### src/rtl/button_pkg.sv
// -----------------------------------------------------------------------------
// button_pkg
// Shared definitions for the button conditioner: channel indices, channel
// count, the per-channel debounce FSM state type and a counter-width helper.
// No ports (package).
// -----------------------------------------------------------------------------
package button_pkg;

    localparam int N_BUTTONS = 3;

    // Channel indices into BUTTONS / LEVELS / PULSES
    localparam int BTN_UP    = 0;
    localparam int BTN_DOWN  = 1;
    localparam int BTN_CLEAR = 2;

    typedef enum logic [1:0] {
        IDLE            = 2'd0,
        CONFIRM_PRESS   = 2'd1,
        PRESSED         = 2'd2,
        CONFIRM_RELEASE = 2'd3
    } btn_state_e;

    // Bits needed for a counter that runs 0 .. max_count-1 (at least one bit).
    function automatic int cnt_width(input int max_count);
        return (max_count < 2) ? 1 : $clog2(max_count);
    endfunction

endpackage

### src/rtl/debounce_channel.sv
// -----------------------------------------------------------------------------
// debounce_channel
// One button channel: 2-flop synchronizer, 4-state debounce FSM and a shared
// stable/hold counter. Emits a one-cycle registered pulse when a press is
// accepted and, with BUTTON_AUTOREPEAT_EN defined, repeat pulses while held.
// Ports:
//   clk        : clock, rising edge
//   rst        : synchronous active-high reset
//   button_raw : raw asynchronous button input
//   level      : debounced level (high in PRESSED / CONFIRM_RELEASE)
//   pulse      : one-cycle press pulse (unmasked)
// Configuration macro: BUTTON_AUTOREPEAT_EN (adds REPEAT_DELAY / REPEAT_PERIOD
// parameters and the repeat logic; absent by default).
// -----------------------------------------------------------------------------
module debounce_channel
    import button_pkg::*;
#(
    parameter int DEBOUNCE_CYCLES = 1000000
`ifdef BUTTON_AUTOREPEAT_EN
   ,parameter int REPEAT_DELAY    = 50000000
   ,parameter int REPEAT_PERIOD   = 20000000
`endif
) (
    input  logic clk,
    input  logic rst,
    input  logic button_raw,
    output logic level,
    output logic pulse
);

`ifdef BUTTON_AUTOREPEAT_EN
    localparam int MAX_RPT = (REPEAT_DELAY > REPEAT_PERIOD) ? REPEAT_DELAY : REPEAT_PERIOD;
    localparam int CNT_MAX = (DEBOUNCE_CYCLES > MAX_RPT) ? DEBOUNCE_CYCLES : MAX_RPT;
`else
    localparam int CNT_MAX = DEBOUNCE_CYCLES;
`endif
    localparam int CNT_W = cnt_width(CNT_MAX);

    // Terminal counts: the counter stops at these and never wraps.
    localparam logic [CNT_W-1:0] DEB_LAST = CNT_W'(DEBOUNCE_CYCLES - 1);
`ifdef BUTTON_AUTOREPEAT_EN
    localparam logic [CNT_W-1:0] DLY_LAST = CNT_W'(REPEAT_DELAY - 1);
    localparam logic [CNT_W-1:0] PER_LAST = CNT_W'(REPEAT_PERIOD - 1);
`endif

    logic             sync1_q;
    logic             sync2_q;
    btn_state_e       state_q, state_d;
    logic [CNT_W-1:0] cnt_q,   cnt_d;
    logic             pulse_q, pulse_d;
`ifdef BUTTON_AUTOREPEAT_EN
    // Set after the first repeat pulse: later repeats use REPEAT_PERIOD.
    logic             repeating_q, repeating_d;
`endif

    // NOTE: sequential state uses non-blocking assignments so every flop
    // samples the pre-edge value of its source (the synchronizer chain relies
    // on this to stay two stages deep).
    always_ff @(posedge clk) begin
        if (rst) begin
            // NOTE: the synchronizer flops are reset too, so a button held
            // through reset is seen as a fresh rising edge and re-debounced.
            sync1_q     <= 1'b0;
            sync2_q     <= 1'b0;
            state_q     <= IDLE;
            cnt_q       <= '0;
            pulse_q     <= 1'b0;
`ifdef BUTTON_AUTOREPEAT_EN
            repeating_q <= 1'b0;
`endif
        end else begin
            sync1_q     <= button_raw;
            sync2_q     <= sync1_q;
            state_q     <= state_d;
            cnt_q       <= cnt_d;
            pulse_q     <= pulse_d;
`ifdef BUTTON_AUTOREPEAT_EN
            repeating_q <= repeating_d;
`endif
        end
    end

    always_comb begin
        // NOTE: every output of this block gets a default first, so no path
        // leaves one unassigned and no latch is inferred. The counter default
        // of zero also clears it on every state change.
        state_d     = state_q;
        cnt_d       = '0;
        pulse_d     = 1'b0;
`ifdef BUTTON_AUTOREPEAT_EN
        repeating_d = 1'b0;
`endif
        case (state_q)
            IDLE: begin
                if (sync2_q) begin
                    state_d = CONFIRM_PRESS;
                end
            end
            CONFIRM_PRESS: begin
                if (!sync2_q) begin
                    state_d = IDLE;
                end else if (cnt_q == DEB_LAST) begin
                    state_d = PRESSED;
                    pulse_d = 1'b1;
                end else begin
                    cnt_d = cnt_q + 1'b1;
                end
            end
            PRESSED: begin
                if (!sync2_q) begin
                    state_d = CONFIRM_RELEASE;
                end
`ifdef BUTTON_AUTOREPEAT_EN
                else if (cnt_q == (repeating_q ? PER_LAST : DLY_LAST)) begin
                    pulse_d     = 1'b1;
                    repeating_d = 1'b1;
                end else begin
                    cnt_d       = cnt_q + 1'b1;
                    repeating_d = repeating_q;
                end
`endif
            end
            CONFIRM_RELEASE: begin
                // A bounce back to 1 returns to PRESSED; any repeat timing
                // restarts from the full delay.
                if (sync2_q) begin
                    state_d = PRESSED;
                end else if (cnt_q == DEB_LAST) begin
                    state_d = IDLE;
                end else begin
                    cnt_d = cnt_q + 1'b1;
                end
            end
            default: begin
                state_d = IDLE;
            end
        endcase
    end

    assign level = (state_q == PRESSED) || (state_q == CONFIRM_RELEASE);
    assign pulse = pulse_q;

endmodule

### src/rtl/button_conditioner.sv
// -----------------------------------------------------------------------------
// button_conditioner
// Debounces three raw buttons (up, down, clear), reports debounced levels and
// one-cycle press pulses for a downstream up/down/clear counter. Clear has
// priority: a clear pulse masks up/down pulses in the same cycle, and
// simultaneous up and down pulses cancel each other. Levels are never masked.
// Ports:
//   CLOCK   : clock, rising edge
//   RESET   : synchronous active-high reset
//   BUTTONS : raw asynchronous buttons [0] up, [1] down, [2] clear
//   LEVELS  : debounced levels
//   PULSES  : masked one-cycle press pulses
// Configuration macro: BUTTON_AUTOREPEAT_EN enables auto-repeat pulses while a
// button is held (REPEAT_DELAY, then every REPEAT_PERIOD cycles).
// -----------------------------------------------------------------------------
module button_conditioner
    import button_pkg::*;
#(
    parameter int DEBOUNCE_CYCLES = 1000000,
    parameter int REPEAT_DELAY    = 50000000,
    parameter int REPEAT_PERIOD   = 20000000
) (
    input  logic                 CLOCK,
    input  logic                 RESET,
    input  logic [N_BUTTONS-1:0] BUTTONS,
    output logic [N_BUTTONS-1:0] LEVELS,
    output logic [N_BUTTONS-1:0] PULSES
);

    // Every timing parameter must allow at least one cycle.
    if (DEBOUNCE_CYCLES < 1 || REPEAT_DELAY < 1 || REPEAT_PERIOD < 1) begin : g_bad_cfg
        $error("button_conditioner: timing parameters must be >= 1");
    end

    logic [N_BUTTONS-1:0] chan_pulse;

    for (genvar i = 0; i < N_BUTTONS; i++) begin : g_chan
        debounce_channel #(
            .DEBOUNCE_CYCLES (DEBOUNCE_CYCLES)
`ifdef BUTTON_AUTOREPEAT_EN
           ,.REPEAT_DELAY    (REPEAT_DELAY)
           ,.REPEAT_PERIOD   (REPEAT_PERIOD)
`endif
        ) u_chan (
            .clk        (CLOCK),
            .rst        (RESET),
            .button_raw (BUTTONS[i]),
            .level      (LEVELS[i]),
            .pulse      (chan_pulse[i])
        );
    end

    // Priority masking: clear wins over up/down; up+down together cancel.
    always_comb begin
        PULSES = chan_pulse;
        if (chan_pulse[BTN_CLEAR] || (chan_pulse[BTN_UP] && chan_pulse[BTN_DOWN])) begin
            PULSES[BTN_UP]   = 1'b0;
            PULSES[BTN_DOWN] = 1'b0;
        end
    end

endmodule
### config.mk
export PLATFORM = sky130hd
export DESIGN_NAME = button_conditioner
export DESIGN_NICKNAME = d
export VERILOG_FILES = /design/src/rtl/button_pkg.sv /design/src/rtl/debounce_channel.sv /design/src/rtl/button_conditioner.sv
export SDC_FILE = /design/constraint.sdc
export NUM_CORES = 1
export LEC_CHECK = 0
export ABC_CLOCK_PERIOD_IN_PS = 1800
export CAP_MARGIN = 20
export CORE_ASPECT_RATIO = 0.7
export CORE_MARGIN = 2
export CORE_UTILIZATION = 54
export CTS_BUF_LIST = sky130_fd_sc_hd__clkbuf_16
export CTS_CLUSTER_SIZE = 24
export DETAILED_ROUTE_END_ITERATION = 12
export HOLD_SLACK_MARGIN = 0.08
export PLACE_DENSITY = 0.77
export SKIP_LAST_GASP = 1
export SYNTH_ARGS = -nofsm -noshare
export SYNTH_HDL_FRONTEND = slang
export SYNTH_SLANG_ARGS = --single-unit
### constraint.sdc
create_clock -name CLOCK -period 1.8 [get_ports CLOCK]
set_input_delay 0.36 -clock CLOCK [delete_from_list [all_inputs] [get_ports CLOCK]]
set_output_delay 0.36 -clock CLOCK [all_outputs]
set_load 0.05 [all_outputs]
After elaboration in Yosys (flattened, before gate mapping) --
Cells that the tools add are included.
Storage, ports and cells: register bits 75, input bits 5
Cells by class: $add $sub $neg 3, eq/ne operators 24, multiplexer cells 37, bitwise operators 6, reduce and logical (&&, ||, !) cells 14
Operators by type and width (count):
- 20-bit 2-to-1 mux | 9
- 20-bit case mux with 2 select lines | 3
- 20-bit by 1-bit adder with 20-bit output, second input constant | 3
- 20-bit == test, second input constant | 3
- 2-bit 2-to-1 mux | 19
- 2-bit case mux with 4 select lines | 3
- 2-bit == test, second input constant | 6
- 4-bit AND reduction | 3
- 3-bit by 1-bit != test with 1-bit output, second input constant | 3
- 3-bit != test, second input constant | 3
- 3-bit OR reduction | 3
- 2-bit by 1-bit == test with 1-bit output, second input constant | 3
- 2-bit logical NOT | 3
- 2-bit by 1-bit != test with 1-bit output, second input constant | 3
- 2-bit != test, second input constant | 3
- 1-bit NOT | 6
- 1-bit logical OR | 4
- 1-bit 2-to-1 mux | 3
- 1-bit logical AND | 1

Longest topological paths before layout --
Gate-level depths: netlist of run 1.
word-level depth 4, depth in mapped cells 7, mapped depth without buffers 5

Hierarchy --
From an unflattened synthesis of run 1, not the netlist that was laid out.
Second synthesis, totals: cells, all modules 390, area, all modules 3568.4 sq um
By module, submodules not included:
- debounce_channel at g_chan[0].u_chan ... | seq. area each 500.5 sq um, area an instance 1219.9 sq um, cells each 133, instances 2
- debounce_channel at g_chan[2].u_chan | seq. area each 500.5 sq um, area an instance 1106.1 sq um, cells each 121, instances 1
- button_conditioner | seq. area each 0.0 sq um, area an instance 22.5 sq um, cells each 3, instances 1

Worst setup path before layout of run 1 --
Ideal clock, no wire load.
kind reg-to-output, start reg g_chan[0].u_chan.pulse_q, end out PULSES[0], cell stages (with the launch flop) 2, arrival 1.457 ns, required time 1.440 ns, slack -0.017 ns, path through dfxtp_1 -> nor3b_1
On the way: cells in the longest elaborated chain, start to end 3
Ends and longest elaborated chain:
- from (decl) | RTL line debounce_channel.sv:50 | logic pulse_q, pulse_d;
- from (signal assigned) | RTL line debounce_channel.sv:76 | pulse_q <= pulse_d;
- 1-bit logical AND | RTL line button_conditioner.sv:56 | if (chan_pulse[BTN_CLEAR] || (chan_pulse[BTN_UP] && chan_pulse[BTN_DOWN])) begin
- 1-bit logical OR | RTL line button_conditioner.sv:56
- 2-bit 2-to-1 mux * | RTL line button_conditioner.sv:56
- to (decl) | RTL line button_conditioner.sv:27 | output logic [N_BUTTONS-1:0] PULSES
Mark *: on every way between the ends. The rest lies on a longest branch, timed or not.

Worst setup path after layout of run 1 --
start reg g_chan[0].u_chan.cnt_q[1], end reg g_chan[0].u_chan.cnt_q[12]
On the way: cells in the longest elaborated chain, start to end 4, elaborated cells between the ends (all ways) 6, those cells by class 1 x add/sub; 1 x eq/ne; 4 x mux
Ends and longest elaborated chain:
- from (decl) | RTL line debounce_channel.sv:49 | logic [CNT_W-1:0] cnt_q, cnt_d;
- from (signal assigned) | RTL line debounce_channel.sv:75 | cnt_q <= cnt_d;
- 20-bit by 1-bit adder with 20-bit output / 20-bit == test (equally long branches)
- 20-bit 2-to-1 mux * | RTL line debounce_channel.sv:102, debounce_channel.sv:128
- 20-bit 2-to-1 mux (on tied branches) | RTL line debounce_channel.sv:126, debounce_channel.sv:100
- 20-bit case mux with 2 select lines * | RTL line debounce_channel.sv:93 | case (state_q)
Marked as above. A chain may end at the register's enable or synchronous reset.

==> results of run 1 <==
routing by layer:
| metal | global-route usage, % | vias to the layer above | wire [microns] |
|---|---|---|---|
| li1 | - | 1405 | - |
| met1 | 27.78 | 1283 | 3422 |
| met2 | 31.80 | 68 | 3121 |
| met3 | 7.964 | 11 | 416 |
| met4 | 6.019 | 0 | 106 |
| met5 | 0 | - | 0 |
worst max path at each step:
stage / slack (ps) / from / endpoint
finish: 60 / g_chan[0].u_chan.cnt_q[1] / g_chan[0].u_chan.cnt_q[12]
global route: -20 / g_chan[0].u_chan.cnt_q[1] / g_chan[0].u_chan.cnt_q[12]
CTS: 40 / g_chan[0].u_chan.cnt_q[10] / g_chan[0].u_chan.cnt_q[17]
detailed placement: -10 / g_chan[1].u_chan.cnt_q[0] / g_chan[1].u_chan.cnt_q[19]
global placement: 80 / g_chan[0].u_chan.cnt_q[1] / g_chan[0].u_chan.cnt_q[16]
floorplan: -20 / g_chan[0].u_chan.pulse / PULSES[0]
flip-flops by register name, indices dropped and copies added, names as in the netlist, named ones only:
register               cells
g_chan.u_chan.state_q      3
g_chan.u_chan.cnt_q       60
g_chan.u_chan.sync2_q      3
g_chan.u_chan.pulse        3
g_chan.u_chan.sync1_q      3
cells by family (layout without fill, tap and decap cells):
| family | after synthesis | in the layout | synth area share (%) |
|---|---|---|---|
| fa+ha+maj | 3 | 3 | 1.137 |
| mux | 1 | 1 | 0.3032 |
| xor+xnor | 40 | 40 | 10.61 |
| compound gates | 42 | 42 | 7.693 |
| simple gates | 182 | 182 | 30.39 |
| flops | 75 | 75 | 45.47 |
| buf+inv | 32 | 74 | 4.396 |
critical path, cell delays in order (launching register included):
cell,delay (ps)
dfxtp_1,370
ha_1,250
nand3_2,140
or4_2,670
xor2_1,150
nor2_1,50
repair_timing:
| item | in CTS | in global routing |
|---|---|---|
| resized for setup | 1 | 13 |
| gates cloned | 0 | 1 |
| endpoints found under the setup margin | 22 | 56 |
| pin swaps | 1 | 6 |
| buffers inserted | 0 | 2 |
through the flow:
step	TNS (ps)	area [sq um]
2_1_floorplan	-33.44	3308
3_3_place_gp	0	3672
3_5_place_dp	-12.75	3672
4_1_cts	0	3951
5_1_grt	-37.78	4018
6_report	0	4018
power by group through the flow:
| stage | logic [mW] | registers [mW] | clock network, mW |
|---|---|---|---|
| finish | 0.0310 | 1.67 | 1.61 |
| global route | 0.0338 | 1.67 | 1.73 |
| CTS | 0.0301 | 1.67 | 1.64 |
| detailed placement | 0.0299 | 1.71 | 0 |
| global placement | 0.0290 | 1.71 | 0 |
| floorplan | 0.0149 | 1.71 | 0 |
Yosys cell counts, types with 3 or more instances:
library cell	number	area, sq um
buf_4	5	37.54
inv_1	12	45.04
nor3_1	6	30.03
xor2_1	25	219.0
o21ai_0	9	45.04
buf_2	5	25.02
nor2_1	49	183.9
xnor2_1	15	131.4
o31ai_1	7	52.55
and4_1	8	70.07
a21oi_1	18	90.09
nor4b_1	4	35.03
nor4_1	8	50.05
nand2_1	21	78.83
clkbuf_1	10	37.54
nor2b_1	8	50.05
dfxtp_1	75	1501
or3_1	7	43.79
nand4_1	21	131.4
nand3b_1	3	22.52
and3_1	7	43.79
or4_1	8	60.06
nand3_1	22	110.1
ha_1	3	37.54
layout make-up:
cell class                      count  area [sq um]
Tap cell                           75         93.84
Sequential cell                    75          1504
Multi-Input combinational cell    268          1712
Clock buffer                        9         225.2
Clock inverter                      7         45.04
Timing Repair Buffer               46         392.9
Fill cell                         429          1795
Inverter                           12         45.04
==> reports/metrics.csv, run 1 <==
stage;metric;value;unit
status;run_status;complete, no violations;
cells_and_area;fin_cells;492;
pwr;intPower;2.610;mW
timing;relSlewSlack;59.67;%
cells_and_area;fin_util;69.11;%
worst_setup_path;cp-end-kind;register;
cells_and_area;drive_gt1_share;17.99;%
worst_setup_path;critPathLaunchType;register;
grt;grt_pass1_vias;2536;
floorplanning;ios;11;
placement;placed_cells;473;
floorplanning;initial_utilization;56.80;%
cells_and_area;nets;420;
timing;slew_viol_final;0;
timing;setup_slack;59.73;ps
grt;overflow;0;
worst_setup_path;r2r_cells;5;
pwr;vdd.ir_drop.worst;622.3;uV
floorplanning;coreArea;5813;sq um
synthesis;synth_edf_count;0;
timing;whs;438.0;ps
synthesis;synth_area;3302;sq um
clocking;hold_buffers;0;
pwr;p_comb_share;0.9;%
placement;port_buffers;10;
synthesis;syn_nets;383;
pwr;sw_frac_of_total;21.13;%
route;drt_first_pass_iters;4;
clocking;clockBufferDepth;2;
cells_and_area;area_growth;21.67;%
timing;worstMarginPinSlew;599.4;ps
hold_path;hp-class;register to register;
clocking;cts.sinks;75;
floorplanning;dieArea;6766;sq um
worst_setup_path;required;2030;ps
route;via_count;2767;
worst_setup_path;rr_startpoint;g_chan[0].u_chan.cnt_q[1];
timing;finalHoldViolCount;0;
job;drv_cap;0;
pwr;pwr-share-seq;50.6;%
cells_and_area;final_cell_mix;dfxtp_1, nor2_1, buf_4;
clocking;htree_levels;3;
timing;skew;6.577;ps
clocking;clk-insertion-delay-late;340;ps
hold_path;holdPathStages;1;
floorplanning;die_h;69.43;microns
worst_setup_path;r2r-end;g_chan[0].u_chan.cnt_q[12];
clocking;cts_tree;done;
cells_and_area;final_common_cell;dfxtp_1;
route;totalWireLength;7067;microns
route;viasPerCell;5.624;
hold_path;hold_end;g_chan[0].u_chan.sync2_q;
synthesis;synth_seq_area_share;45.47;%
placement;place_ws;-12.75;ps
floorplanning;fp.dieW;97.46;microns
synthesis;synth_cells;375;
pwr;p_total;3.309;mW
timing;rsz0062_at_grt;true;
cells_and_area;antennaDiodeCount;0;
pwr;power.share.clock;48.5;%
timing;finalSetupViolations;0;
timing;period_share;96.68;%
grt;grt_max_degree;21;
hold_path;hold_start;g_chan[0].u_chan.sync1_q;
grt;grt_usage;20.88;%
route;ant_nets;0;
clocking;clkTransAtPathRegs;50;ps
synthesis;synth-main-ff-cell;dfxtp_1;
synthesis;synth_warnings;0;
placement;dp_hpwl;4967;microns
synthesis;synth-async-reset-ratio;0;%
placement;gp_congestion;0.8485;
pwr;pwr_density_cell;823.7;nW/um^2
pwr;power_switching;699.1;uW
clocking;clockRootBuffer;clkbuf_16;
route;drc;0;
pwr;leakage;1.358;nW
route;drt-initial-drc-count;161;
timing;period_minus_slack;1740;ps
synthesis;synth_cell_types;40;
clocking;numCtsBuffers;9;
worst_setup_path;critical_path_class;register to register;
grt;grt_pass1_wl;11460;microns
synthesis;synth-seq-cells;75;
floorplanning;row_count;23;
worst_setup_path;critPathArrivalTime;1970;ps
route;wire_per_inst;14.36;microns
worst_setup_path;rrSetupSlack;60;ps
synthesis;syn_avg_cell_area;8.805;sq um
timing;fmax;574.6;MHz
grt;antenna_found_initial;0;
worst_setup_path;path_max_fanout;5;
Power figures use the tool's default switching activity.
==> inputs of run 2 (changes only) <==
SKIP_CTS_REPAIR_TIMING = 1   (was default)
TNS_END_PERCENT = 10   (was default)
==> reports/metrics.csv, run 2 (same netlist as run 1, synthesis figures left out) <==
stage;metric;value;unit
placement;port_buffers;10;
floorplanning;fp.dieW;97.46;microns
cells_and_area;final_common_cell;dfxtp_1;
pwr;leakage;1.350;nW
worst_setup_path;required;2010;ps
placement;placed_cells;473;
route;drc;0;
clocking;clk-insertion-delay-late;330;ps
pwr;p_total;3.571;mW
hold_path;hp-class;register to register;
floorplanning;coreArea;5813;sq um
worst_setup_path;critical_path_class;register to register;
route;drt_first_pass_iters;4;
timing;slew_viol_final;0;
grt;antenna_found_initial;0;
clocking;htree_levels;3;
timing;finalSetupViolations;0;
placement;gp_congestion;0.8291;
worst_setup_path;critPathArrivalTime;1980;ps
cells_and_area;top_register;g_chan.u_chan.cnt_q;
floorplanning;ios;11;
route;wire_per_inst;13.42;microns
timing;whs;428.9;ps
grt;grt_pass1_vias;2571;
timing;worstMarginPinSlew;530.2;ps
cells_and_area;antennaDiodeCount;0;
cells_and_area;fin_util;68.96;%
floorplanning;die_h;69.43;microns
cells_and_area;largest_reg_flops;60;
clocking;numCtsBuffers;9;
timing;skew;8.498;ps
route;via_count;2746;
placement;place_ws;-58.06;ps
timing;period_minus_slack;1765;ps
cells_and_area;drive_gt1_share;16.18;%
placement;dp_hpwl;4704;microns
clocking;clkTransAtPathRegs;60;ps
timing;relSlewSlack;64.33;%
clocking;cts.sinks;75;
route;ant_nets;0;
floorplanning;initial_utilization;56.80;%
pwr;pwr_density_cell;890.9;nW/um^2
timing;period_share;98.08;%
placement;dpl-instance-area;3666;sq um
job;drv_cap;0;
route;totalWireLength;6562;microns
cells_and_area;nets;417;
timing;rsz0062_at_grt;true;
worst_setup_path;critPathLaunchType;register;
worst_setup_path;cp-end-kind;register;
pwr;vdd.ir_drop.worst;925.4;uV
timing;setup_slack;34.60;ps
route;viasPerCell;5.616;
grt;grt_usage;20.73;%
grt;grt_pass1_wl;11450;microns
timing;fmax;566.4;MHz
timing;finalHoldViolCount;0;
cells_and_area;nFillCells;455;
clocking;cts_tree;done;
cells_and_area;fin_cells;489;
grt;overflow;0;
timing;fin_tns_setup;0;ps
grt;grt_max_degree;21;
status;run_status;complete, no violations;
floorplanning;dieArea;6766;sq um
clocking;clockRootBuffer;clkbuf_16;
cells_and_area;area_growth;21.41;%
route;drt-initial-drc-count;135;
cells_and_area;final_area;4009;sq um
clocking;clockBufferDepth;2;
worst_setup_path;path_max_fanout;10;
floorplanning;row_count;23;
cells_and_area;final_cell_mix;dfxtp_1, nor2_1, buf_4;
## run 2: report_power, final
group / switching, mW / internal (mW) / total, mW
sequential: 0.00487 / 1.67 / 1.67
clock: 0.659 / 1.21 / 1.87
combinational: 0.0139 / 0.0163 / 0.0301
total: 0.677 / 2.89 / 3.57
## run 2: critical path, cell delays in order, from the launching register on
cell and delay (ps):
dfxtp_1 380, ha_1 230, and4_2 290, nand4_1 220, o2111ai_2 270, buf_4 210, nor2_1 70
## run 2: path summary, 6_finish.rpt
check | startpoint | to | slack [ps] | depth (start not counted)
worst min-delay path | g_chan[1].u_chan.sync1_q | g_chan[1].u_chan.sync2_q | 430 | 1
worst min register to register | g_chan[1].u_chan.sync1_q | g_chan[1].u_chan.sync2_q | 430 | 1
worst max register to register | g_chan[2].u_chan.cnt_q[0] | g_chan[2].u_chan.cnt_q[2] | 30 | 6
worst max-delay path | g_chan[2].u_chan.cnt_q[0] | g_chan[2].u_chan.cnt_q[2] | 30 | 6
## run 2: layer usage
metal / global-route usage, % / vias up / wire length (microns)
li1: - / 1397 / -
met1: 27.42 / 1284 / 3292
met2: 31.19 / 56 / 2894
met4: 8.025 / 0 / 102
met5: 0 / - / 0
met3: 7.359 / 9 / 273
## run 2: final cells by class
cell class,count,area (sq um),share of cell area [%]
inverter,12,45.04,1.124
tap,75,93.84,2.341
clock inverter,7,93.84,2.341
clock buffer,9,225.2,5.618
timing repair buffer,43,370.4,9.238
multi-input combinational,268,1679,41.89
sequential,75,1501,37.45
